### src/rtl/fifo_rd_stream.sv
// fifo_rd_stream: read-side drain engine for a first-word-fall-through FIFO.
// Pops FIFO entries into a 2-entry output/skid buffer and presents them as a
// registered valid/ready stream, flagging every BURST_LEN-th accepted beat
// with out_last. The pop decision never looks at out_ready, so there is no
// combinational path from the downstream consumer back into the FIFO.
//
// Optional build macro FIFO_RD_STREAM_STATS_EN adds saturating 32-bit
// xfer_cnt (accepted beats) and stall_cnt (valid-but-not-ready cycles).
module fifo_rd_stream #(
  parameter int WIDTH     = 31,
  parameter int BURST_LEN = 4
) (
  input  logic             clk,
  input  logic             rst,
  input  logic             en,
  input  logic             flush,
  input  logic             fifo_empty,
  input  logic [WIDTH-1:0] fifo_rd_data,
  output logic             fifo_rd_en,
  output logic             out_valid,
  input  logic             out_ready,
  output logic [WIDTH-1:0] out_data,
  output logic             out_last,
  output logic [1:0]       buf_cnt
`ifdef FIFO_RD_STREAM_STATS_EN
  ,
  output logic [31:0]      xfer_cnt,
  output logic [31:0]      stall_cnt
`endif
);

  localparam int BCNT_W = (BURST_LEN > 1) ? $clog2(BURST_LEN) : 1;
  localparam logic [BCNT_W-1:0] BEAT_LAST = BCNT_W'(BURST_LEN - 1);

  logic [WIDTH-1:0]  slot0;
  logic [WIDTH-1:0]  slot1;
  // Beats remaining before the burst boundary; the boundary beat is at zero.
  logic [BCNT_W-1:0] beats_left;
  logic              pop;
  logic              acc;

  // Buffer occupancy alone gates the pop; buf_cnt never reaches 3.
  assign pop        = en & ~flush & ~rst & ~fifo_empty & (buf_cnt != 2'd2);
  assign fifo_rd_en = pop;
  assign out_valid  = (buf_cnt != 2'd0);
  assign acc        = out_valid & out_ready;
  assign out_data   = slot0;
  assign out_last   = out_valid & (beats_left == '0);

  // Output/skid buffer: slot0 is the presented beat, slot1 catches the pop
  // that lands while slot0 is stalled.
  always_ff @(posedge clk) begin
    if (rst) begin
      slot0   <= '0;
      slot1   <= '0;
      buf_cnt <= 2'd0;
    end else if (flush) begin
      buf_cnt <= 2'd0;
    end else begin
      case ({pop, acc})
        2'b10: begin
          if (buf_cnt == 2'd0) slot0 <= fifo_rd_data;
          else                 slot1 <= fifo_rd_data;
          buf_cnt <= buf_cnt + 2'd1;
        end
        2'b01: begin
          slot0   <= slot1;
          buf_cnt <= buf_cnt - 2'd1;
        end
        // Only reachable with buf_cnt=1: replace the leaving beat in place.
        2'b11: slot0 <= fifo_rd_data;
        default: ;
      endcase
    end
  end

  // Burst position as a down-counter reloaded after the boundary beat.
  always_ff @(posedge clk) begin
    if (rst || flush) begin
      beats_left <= BEAT_LAST;
    end else if (acc) begin
      if (beats_left == '0) beats_left <= BEAT_LAST;
      else                  beats_left <= beats_left - BCNT_W'(1);
    end
  end

`ifdef FIFO_RD_STREAM_STATS_EN
  // Saturating event counters; flush leaves them untouched.
  always_ff @(posedge clk) begin
    if (rst) begin
      xfer_cnt  <= '0;
      stall_cnt <= '0;
    end else begin
      if (acc && (xfer_cnt != '1))
        xfer_cnt <= xfer_cnt + 32'd1;
      if (out_valid && !out_ready && (stall_cnt != '1))
        stall_cnt <= stall_cnt + 32'd1;
    end
  end
`endif

endmodule

### config.mk
export PLATFORM = sky130hd
export DESIGN_NAME = fifo_rd_stream
export DESIGN_NICKNAME = d
export VERILOG_FILES = /design/src/rtl/fifo_rd_stream.sv
export SDC_FILE = /design/constraint.sdc
export NUM_CORES = 1
export LEC_CHECK = 0
export ABC_AREA = 0
export CAP_MARGIN = 40
export CORE_MARGIN = 8
export CORE_UTILIZATION = 54
export DETAILED_ROUTE_END_ITERATION = 12
export PLACE_DENSITY = 0.84
export SLEW_MARGIN = 25
export SYNTH_ARGS = -nofsm -noshare
export SYNTH_HDL_FRONTEND = slang
export SYNTH_SLANG_ARGS = --single-unit
### constraint.sdc
create_clock -name clk -period 3.94 [get_ports clk]
set_input_delay 0.591 -clock clk [delete_from_list [all_inputs] [get_ports clk]]
set_output_delay 0.591 -clock clk [all_outputs]
set_load 0.02 [all_outputs]
==> qor.txt, run 1 <==
status = completed
Clock Tree Buf Depth = 2
Synth area leaders = dfxtp_1 43%, mux2_2 11%, mux2i_1 10%
number of buffers added on ports = 72
CTS tree = yes
maximum capacitance violations = 0
GRT Residual Overflow = 0
Max Freq = 0.3141 GHz
total chip power = 1.398 mW
htree depth = 3
largest net degree at the start of global routing = 95
clk_lat worst skew = 0.35 ns
First DRT Iteration DRCs = 96
reg2reg end = out_data[19]
post-synth top area share = 0.4263
Cell variety after synth = 27
Total GRT Usage = 0.1798
clock sinks = 66
Post-CTS Resized = 0
Worst IR Drop VDD = 239.0 uV
cts hold-fix bufs = 0
worst-case reg-to-reg path depth = 5
Die ar. = 0.008420 mm^2
syn_nets = 384
arrival time at the worst endpoint = 2.59 ns
Reg clk slew, reported paths = 0.07 ns
CP cell instances = nor2_4 > inv_2 > and2_1 > clkdlybuf4s50_1
DP HPWL = 4878 um
Hold Crit Class = flip-flop to flip-flop
final hold slack = 0.4788 ns
Clock Tree Root = clkbuf_8
Worst Hold Launch = slot1[21]
Leak = 1.488 nW
clock skew = 0.007042 ns
Crit path largest cell delay = 0.55 ns
register area = 0.001321 mm^2
die height = 91.76 um
min Tclk post-route = 3.184 ns
DR vias = 2601
Initial Util = 0.5594
WS Path Type = flip-flop to primary output
initial antenna violation count = 0
Final nets = 444
worst relative slew slack = 0.5680
Yosys warnings = 0
post-synthesis sequential area ratio = 0.4263
WHS Path Cells = 2
n_diodes = 0
Req. time, crit path = 3.35 ns
Yosys reg bits = 66
DR WL/cell = 15.87 um
crit-path max FO = 35
Hold EP = slot1[21]
final hold vios = 0
final setup vio count = 0
total wire length = 7635 um
num rows = 27
RSZ-0062 raised after global routing = false
Die Width = 91.76 um
# fillers = 440
utilization after layout = 0.7346
Tcrit/Tclk final = 0.8081
layout cells sized above 1 = 0.1443
Syn Inst Count = 344
Core Area = 0.005540 mm^2
final setup margin = 0.7562 ns
FF-to-FF Start = buf_cnt[0]
Slew @ Worst Pin = 0.6470 ns
first-pass GRT wire length = 12420 um
Max Slew Vio Count = 0
PwrDens = 343.6 mW/mm^2
total CTS buffers = 9
total negative slack = 0 ns
area leader, netlist = dfxtp_1
CP max-delay cell = nor2_4
multi-input logic area = 0.001620 mm^2
R2R setup slack = 1.27 ns
router iterations before antenna repair = 4
crit path launch type = flip-flop
Top Ports = 73
synthesized area per cell = 9.009 um^2
Area growth, synth to finish = 31.33%
DRC = 0
pre-CTS WS = 1.095 ns
vias in the first global route = 2656
mapped cell area = 0.003099 mm^2
Setup crit end kind = primary output
Placer Congestion = 0.7643
vias per cell = 5.407
DRT antenna net count = 0
Setup Buffers After CTS = 0
-- where the power goes --
group	leakage [nW]	internal [mW]	switching, mW
clock	0.0945	0.309	0.267
combinational	0.861	0.0751	0.0682
sequential	0.533	0.675	0.00433
total	1.49	1.06	0.339
-- critical path: cells and delay by family, from the launching register on --
kind	cells	cell delay [ns]
AND/OR/NAND/NOR	2	0.84
buffers and inverters	2	0.99
flip-flops	1	0.41
-- metrics by stage --
| stage | cells | area [um^2] |
|---|---|---|
| 2_1_floorplan | 344 | 3099 |
| 3_3_place_gp | 462 | 3796 |
| 3_5_place_dp | 464 | 3839 |
| 4_1_cts | 480 | 4043 |
| 5_1_grt | 481 | 4070 |
| 6_report | 481 | 4070 |
-- logic make-up (layout without fill, tap and decap cells) --
family          count (synthesis)  in the layout  share of synthesized area
flops                          66             66                     0.4263
xor+xnor                        2              2                   0.005653
buf+inv                        36            101                    0.05248
simple gates                  106            106                     0.1748
compound gates                 69             69                     0.1159
fa+ha+maj                       3              3                    0.01211
mux                            62             62                     0.2128
-- layout make-up --
type	count	area share
Clock buffer	10	0.03381
Clock inverter	6	0.01629
Inverter	7	0.006456
Multi-Input combinational cell	242	0.3981
Sequential cell	66	0.3246
Tap cell	72	0.02213
Timing Repair Buffer	78	0.1986
-- flip-flops by register name, indices dropped and copies added (netlist names) --
name / cells
slot1: 31
out_data: 31
buf_cnt: 2
beats_left: 2
-- worst max-delay path by stage --
stage                        end       start  slack (ns)  cells after the start
finish                  out_last  buf_cnt[0]        0.76                      4
global route            out_last  buf_cnt[0]        0.59                      4
CTS                     out_last  buf_cnt[0]        0.72                      4
detailed placement  out_data[11]       flush        1.10                      8
global placement    out_data[11]   out_ready        0.95                      7
floorplan           out_data[10]         rst        1.65                      9
-- placed cells by master, fill, tap and decap left out, drive strengths merged, types with 2 or more instances in the layout --
cell | Yosys | final
clkinv | 0 | 2
mux2 | 31 | 31
nor2b | 33 | 33
clkinvlp | 0 | 3
nand2b | 2 | 2
mux2i | 31 | 31
nand3 | 32 | 32
a21oi | 33 | 33
o21ai | 34 | 34
clkdlybuf4s50 | 0 | 71
ha | 3 | 3
clkbuf | 21 | 10
dfxtp | 66 | 66
buf | 8 | 7
inv | 7 | 7
nor2 | 34 | 34
-- routing by layer --
metal | GRT usage | vias to the layer above | routed length [um]
met5 | 0 | - | 0
met4 | 0.09530 | 0 | 148
met3 | 0.05053 | 12 | 453
met2 | 0.3187 | 71 | 3843
met1 | 0.1897 | 1216 | 3190
li1 | - | 1302 | -
-- cells in the mapped netlist, drive strengths merged --
master,number
nor2b,33
nor2,34
and2,1
buf,8
mux2,31
o21ai,34
xor2,1
clkbuf,21
inv,7
dfxtp,66
or3,1
o211ai,1
xnor2,1
nor4,1
a32oi,1
nor3,1
nand2,1
nand3,32
a21oi,33
mux2i,31
ha,3
nand2b,2
Note: power is estimated with default switching activity, not from simulation.
==> run 2: changes to the inputs <==
--- a/config.mk
+++ b/config.mk
@@ -8,9 +8,9 @@
 export ABC_AREA = 0
 export CAP_MARGIN = 40
 export CORE_MARGIN = 8
-export CORE_UTILIZATION = 54
+export CORE_UTILIZATION = 45
 export DETAILED_ROUTE_END_ITERATION = 12
-export PLACE_DENSITY = 0.84
+export PLACE_DENSITY = 0.74
 export SLEW_MARGIN = 25
 export SYNTH_ARGS = -nofsm -noshare
 export SYNTH_HDL_FRONTEND = slang
==> constraint.sdc (replaced) <==
create_clock -name clk -period 2.8 [get_ports clk]
set_input_delay 0.42 -clock clk [delete_from_list [all_inputs] [get_ports clk]]
set_output_delay 0.42 -clock clk [all_outputs]
set_load 0.02 [all_outputs]
==> qor.txt, run 2 (same netlist as run 1, synthesis figures left out) <==
router iterations before antenna repair = 4
Placed Cells incl. Taps = 475
DR vias = 2610
DR WL/cell = 15.05 um
Non-Filler Instances = 491
Max Slew Vio Count = 0
Placer Congestion = 0.7403
most frequent cells in the layout = 71 x clkdlybuf4s50_1, 66 x dfxtp_1, 33 x nor2_1, 33 x o21ai_0, 33 x a21oi_1
Top Ports = 73
clock sinks = 66
R2R setup slack = 0.80 ns
Hold Crit Class = input port to flip-flop
Reg clk slew, reported paths = 0.06 ns
Die ar. = 0.009799 mm^2
maximum capacitance violations = 0
Crit path buffers/inverters = 3
min Tclk post-route = 2.497 ns
Final nets = 446
GRT Residual Overflow = 0
status = completed
largest net degree at the start of global routing = 50
total CTS buffers = 9
PwrDens = 502.0 mW/mm^2
RSZ-0062 raised after global routing = false
Worst Hold Launch = rst
Core Area = 0.006719 mm^2
n_diodes = 0
Slew @ Worst Pin = 0.7466 ns
Worst Setup SP = flush
vias in the first global route = 2590
total wire length = 7388 um
Die Width = 98.99 um
worst relative slew slack = 0.5023
Setup crit end kind = primary output
final setup vio count = 0
crit path launch type = input port
WS Path Type = input port to primary output
Max Freq = 0.4005 GHz
total negative slack = 0 ns
CTS tree = yes
Req. time, crit path = 2.38 ns
Clock Tree Root = clkbuf_8
initial antenna violation count = 0
cts hold-fix bufs = 0
htree depth = 3
DRT antenna net count = 0
Crit path largest cell delay = 0.62 ns
num rows = 30
arrival time at the worst endpoint = 2.08 ns
layout cells sized above 1 = 0.1460
first-pass GRT wire length = 12320 um
Clock Tree Buf Depth = 2
Tcrit/Tclk final = 0.8918
DRC = 0
DP HPWL = 4829 um
Area growth, synth to finish = 32.82%
Initial Util = 0.4613
Worst IR Drop VDD = 251.0 uV
CP max-delay cell = clkdlybuf4s50_1
Crit path top cell by count = clkdlybuf4s50_1
Leak = 1.512 nW
final hold vios = 0
vias per cell = 5.316
First DRT Iteration DRCs = 78
die height = 98.99 um
Post-CTS Resized = 0
number of buffers added on ports = 72
clk_lat worst skew = 0.34 ns
Total GRT Usage = 0.1548
clock skew = 0.008095 ns
crit-path max FO = 5
Setup Buffers After CTS = 0
CP cell instances = clkdlybuf4s50_1 > nor2_1 > nand3_1 > inv_1 > clkdlybuf4s50_1
FF-to-FF Start = buf_cnt[0]
commonest non-fill, non-tap cell in the layout = clkdlybuf4s50_1
Crit path max-delay family = buffers and inverters
[run 2: changes by cell type in the layout (fill, tap and decap cells not counted), sizes merged]
cell / change
bufinv: +1
clkinvlp: -3
buf: +2
clkbuf: +2
[run 2: final cells by class]
| class | count | area [um^2] |
|---|---|---|
| flip-flops and latches | 66 | 1321 |
| repair buffers | 80 | 808.3 |
| clock buffers | 12 | 155.1 |
| well taps | 80 | 100.1 |
| inverters | 7 | 26.28 |
| fillers | 588 | 2603 |
| multi-input cells | 242 | 1632 |
| clock inverters | 4 | 73.82 |
[run 2: per-stage QoR]
stage                     utilization  setup WS [ns]  area, um^2  power, mW  hold WS, ns
after floorplan                     -         0.6824        3099      1.076       0.4427
after global placement         0.5745         0.2133        3860      1.176       0.4526
after detailed placement       0.5786         0.3039        3887      1.180       0.4614
after CTS                      0.6127         0.3011        4116      2.088       0.3777
after global routing           0.6127         0.2298        4116      2.144       0.4217
final                          0.6127         0.3030        4116      2.066       0.3888
[run 2: where the power goes]
part	switching [mW]	internal, mW	total, mW
registers	0.00594	0.950	0.956
logic	0.0961	0.105	0.201
clock network	0.359	0.550	0.909
total	0.461	1.61	2.07
[run 2: metal layers]
layer | global-route usage | wire (um)
met1 | 0.1790 | 3196
met2 | 0.2568 | 3606
met3 | 0.03946 | 443
met4 | 0.08146 | 143
met5 | 0 | 0
[run 2: final timing paths]
| path | end | depth (start not counted) |
|---|---|---|
| worst max-delay path | fifo_rd_en | 5 |
| worst min-delay path | beats_left[0] | 3 |
| worst max register to register | out_data[0] | 4 |
| worst min register to register | beats_left[1] | 2 |
[run 2: worst register-to-register path, delay by kind of cell, from the launching register on]
| family | cells | cell delay (ns) |
|---|---|---|
| muxes | 1 | 0.35 |
| and+or+nand+nor | 1 | 0.15 |
| AOI/OAI and AO/OA | 1 | 0.64 |
| buffers and inverters | 1 | 0.23 |
| DFF | 1 | 0.52 |
==> run 3: changes to the inputs <==
--- a/config.mk
+++ b/config.mk
@@ -5,13 +5,11 @@
 export SDC_FILE = /design/constraint.sdc
 export NUM_CORES = 1
 export LEC_CHECK = 0
-export ABC_AREA = 0
 export CAP_MARGIN = 40
 export CORE_MARGIN = 8
 export CORE_UTILIZATION = 45
 export DETAILED_ROUTE_END_ITERATION = 12
 export PLACE_DENSITY = 0.74
-export SLEW_MARGIN = 25
 export SYNTH_ARGS = -nofsm -noshare
 export SYNTH_HDL_FRONTEND = slang
 export SYNTH_SLANG_ARGS = --single-unit
==> qor.txt, run 3 (same netlist as run 1, synthesis figures left out) <==
status = completed
CP max-delay cell = clkdlybuf4s50_1
utilization after layout = 0.6127
Hold Crit Class = input port to flip-flop
initial antenna violation count = 0
Crit path max-delay family = buffers and inverters
CTS tree = yes
total CTS buffers = 9
router iterations before antenna repair = 4
Placer Congestion = 0.7403
Leak = 1.512 nW
Setup Buffers After CTS = 0
DRT antenna net count = 0
Max Slew Vio Count = 0
Die ar. = 0.009799 mm^2
commonest non-fill, non-tap cell in the layout = clkdlybuf4s50_1
Crit path top cell by count = clkdlybuf4s50_1
Worst IR Drop VDD = 325.8 uV
Crit path buffers/inverters = 3
clk_lat worst skew = 0.34 ns
final setup vio count = 0
final hold vios = 0
Tcrit/Tclk final = 0.8898
final hold slack = 0.3951 ns
vias in the first global route = 2621
clock skew = 0.01016 ns
DR vias = 2639
Clock Tree Buf Depth = 2
final setup margin = 0.3087 ns
crit path launch type = input port
# fillers = 596
Reg clk slew, reported paths = 0.06 ns
maximum capacitance violations = 0
Top Ports = 73
Total GRT Usage = 0.1557
First DRT Iteration DRCs = 98
n_diodes = 0
crit-path max FO = 5
vias per cell = 5.375
Area growth, synth to finish = 32.82%
cts hold-fix bufs = 0
worst relative slew slack = 0.6620
final instance area = 0.004116 mm^2
first-pass GRT wire length = 12430 um
multi-input logic area = 0.001632 mm^2
Post-CTS Resized = 0
GRT Residual Overflow = 0
WS Path Type = input port to primary output
Initial Util = 0.4613
total wire length = 7399 um
Die Width = 98.99 um
Max Freq = 0.4014 GHz
Crit path largest cell delay = 0.62 ns
layout cells sized above 1 = 0.1460
DRC = 0
Req. time, crit path = 2.38 ns
Area after DPL = 0.003887 mm^2
Clock Tree Root = clkbuf_8
register area = 0.001321 mm^2
total negative slack = 0 ns
Slew @ Worst Pin = 0.5070 ns
DR WL/cell = 15.07 um
RSZ-0062 raised after global routing = false
Setup crit end kind = primary output
die height = 98.99 um
min Tclk post-route = 2.491 ns
PwrDens = 501.3 mW/mm^2
clock sinks = 66
num rows = 30
Final nets = 446
htree depth = 3
Core Area = 0.006719 mm^2
largest net degree at the start of global routing = 50
arrival time at the worst endpoint = 2.07 ns
CP cell instances = clkdlybuf4s50_1 > nor2_1 > nand3_1 > inv_1 > clkdlybuf4s50_1
DP HPWL = 4766 um
number of buffers added on ports = 72
most frequent cells in the layout = 71 x clkdlybuf4s50_1, 66 x dfxtp_1, 33 x nor2_1, 33 x o21ai_0, 33 x a21oi_1
pre-CTS WS = 0.3190 ns
[run 3: cell counts in the layout (fill, tap and decap cells not counted)]
Identical to the previous run, type by type.
[run 3: layout make-up]
cell class / instances / area share
Multi-Input combinational cell: 242 / 0.3964
Clock inverter: 4 / 0.01793
Sequential cell: 66 / 0.3210
Timing Repair Buffer: 80 / 0.1964
Inverter: 7 / 0.006383
Tap cell: 80 / 0.02432
Clock buffer: 12 / 0.03769
[run 3: routing by layer]
layer | vias to the layer above | track usage | part of all wire
met1 | 1244 | 0.1778 | 0.43
met4 | 0 | 0.07792 | 0.019
met5 | - | 0 | 0
met3 | 10 | 0.03665 | 0.052
met2 | 75 | 0.2651 | 0.50
li1 | 1310 | - | -
[run 3: path summary, 6_finish.rpt]
path | slack, ns | end | cells past startpoint | startpoint
worst max-delay path | 0.31 | fifo_rd_en | 5 | flush
worst min register to register | 0.48 | slot1[19] | 2 | slot1[19]
worst min-delay path | 0.40 | beats_left[0] | 3 | rst
worst max register to register | 0.81 | out_data[26] | 7 | buf_cnt[0]
[run 3: power by group]
| group | total, mW | switching [mW] | leakage [nW] | internal, mW |
|---|---|---|---|---|
| logic | 0.202 | 0.0968 | 0.862 | 0.105 |
| registers | 0.956 | 0.00597 | 0.533 | 0.950 |
| clock network | 0.905 | 0.355 | 0.117 | 0.551 |
[run 3: stage by stage]
stage               power, mW  cells
finish                  2.063    491
global route            2.144    491
CTS                     2.085    491
detailed placement      1.180    475
global placement        1.176    474
floorplan               1.076    344
[run 3: worst min-delay path, delay by kind of cell]
family	cells	cell delay [ns]
AOI/OAI and AO/OA	1	0.07
buffers and inverters	1	0.11
and+or+nand+nor	1	0.08
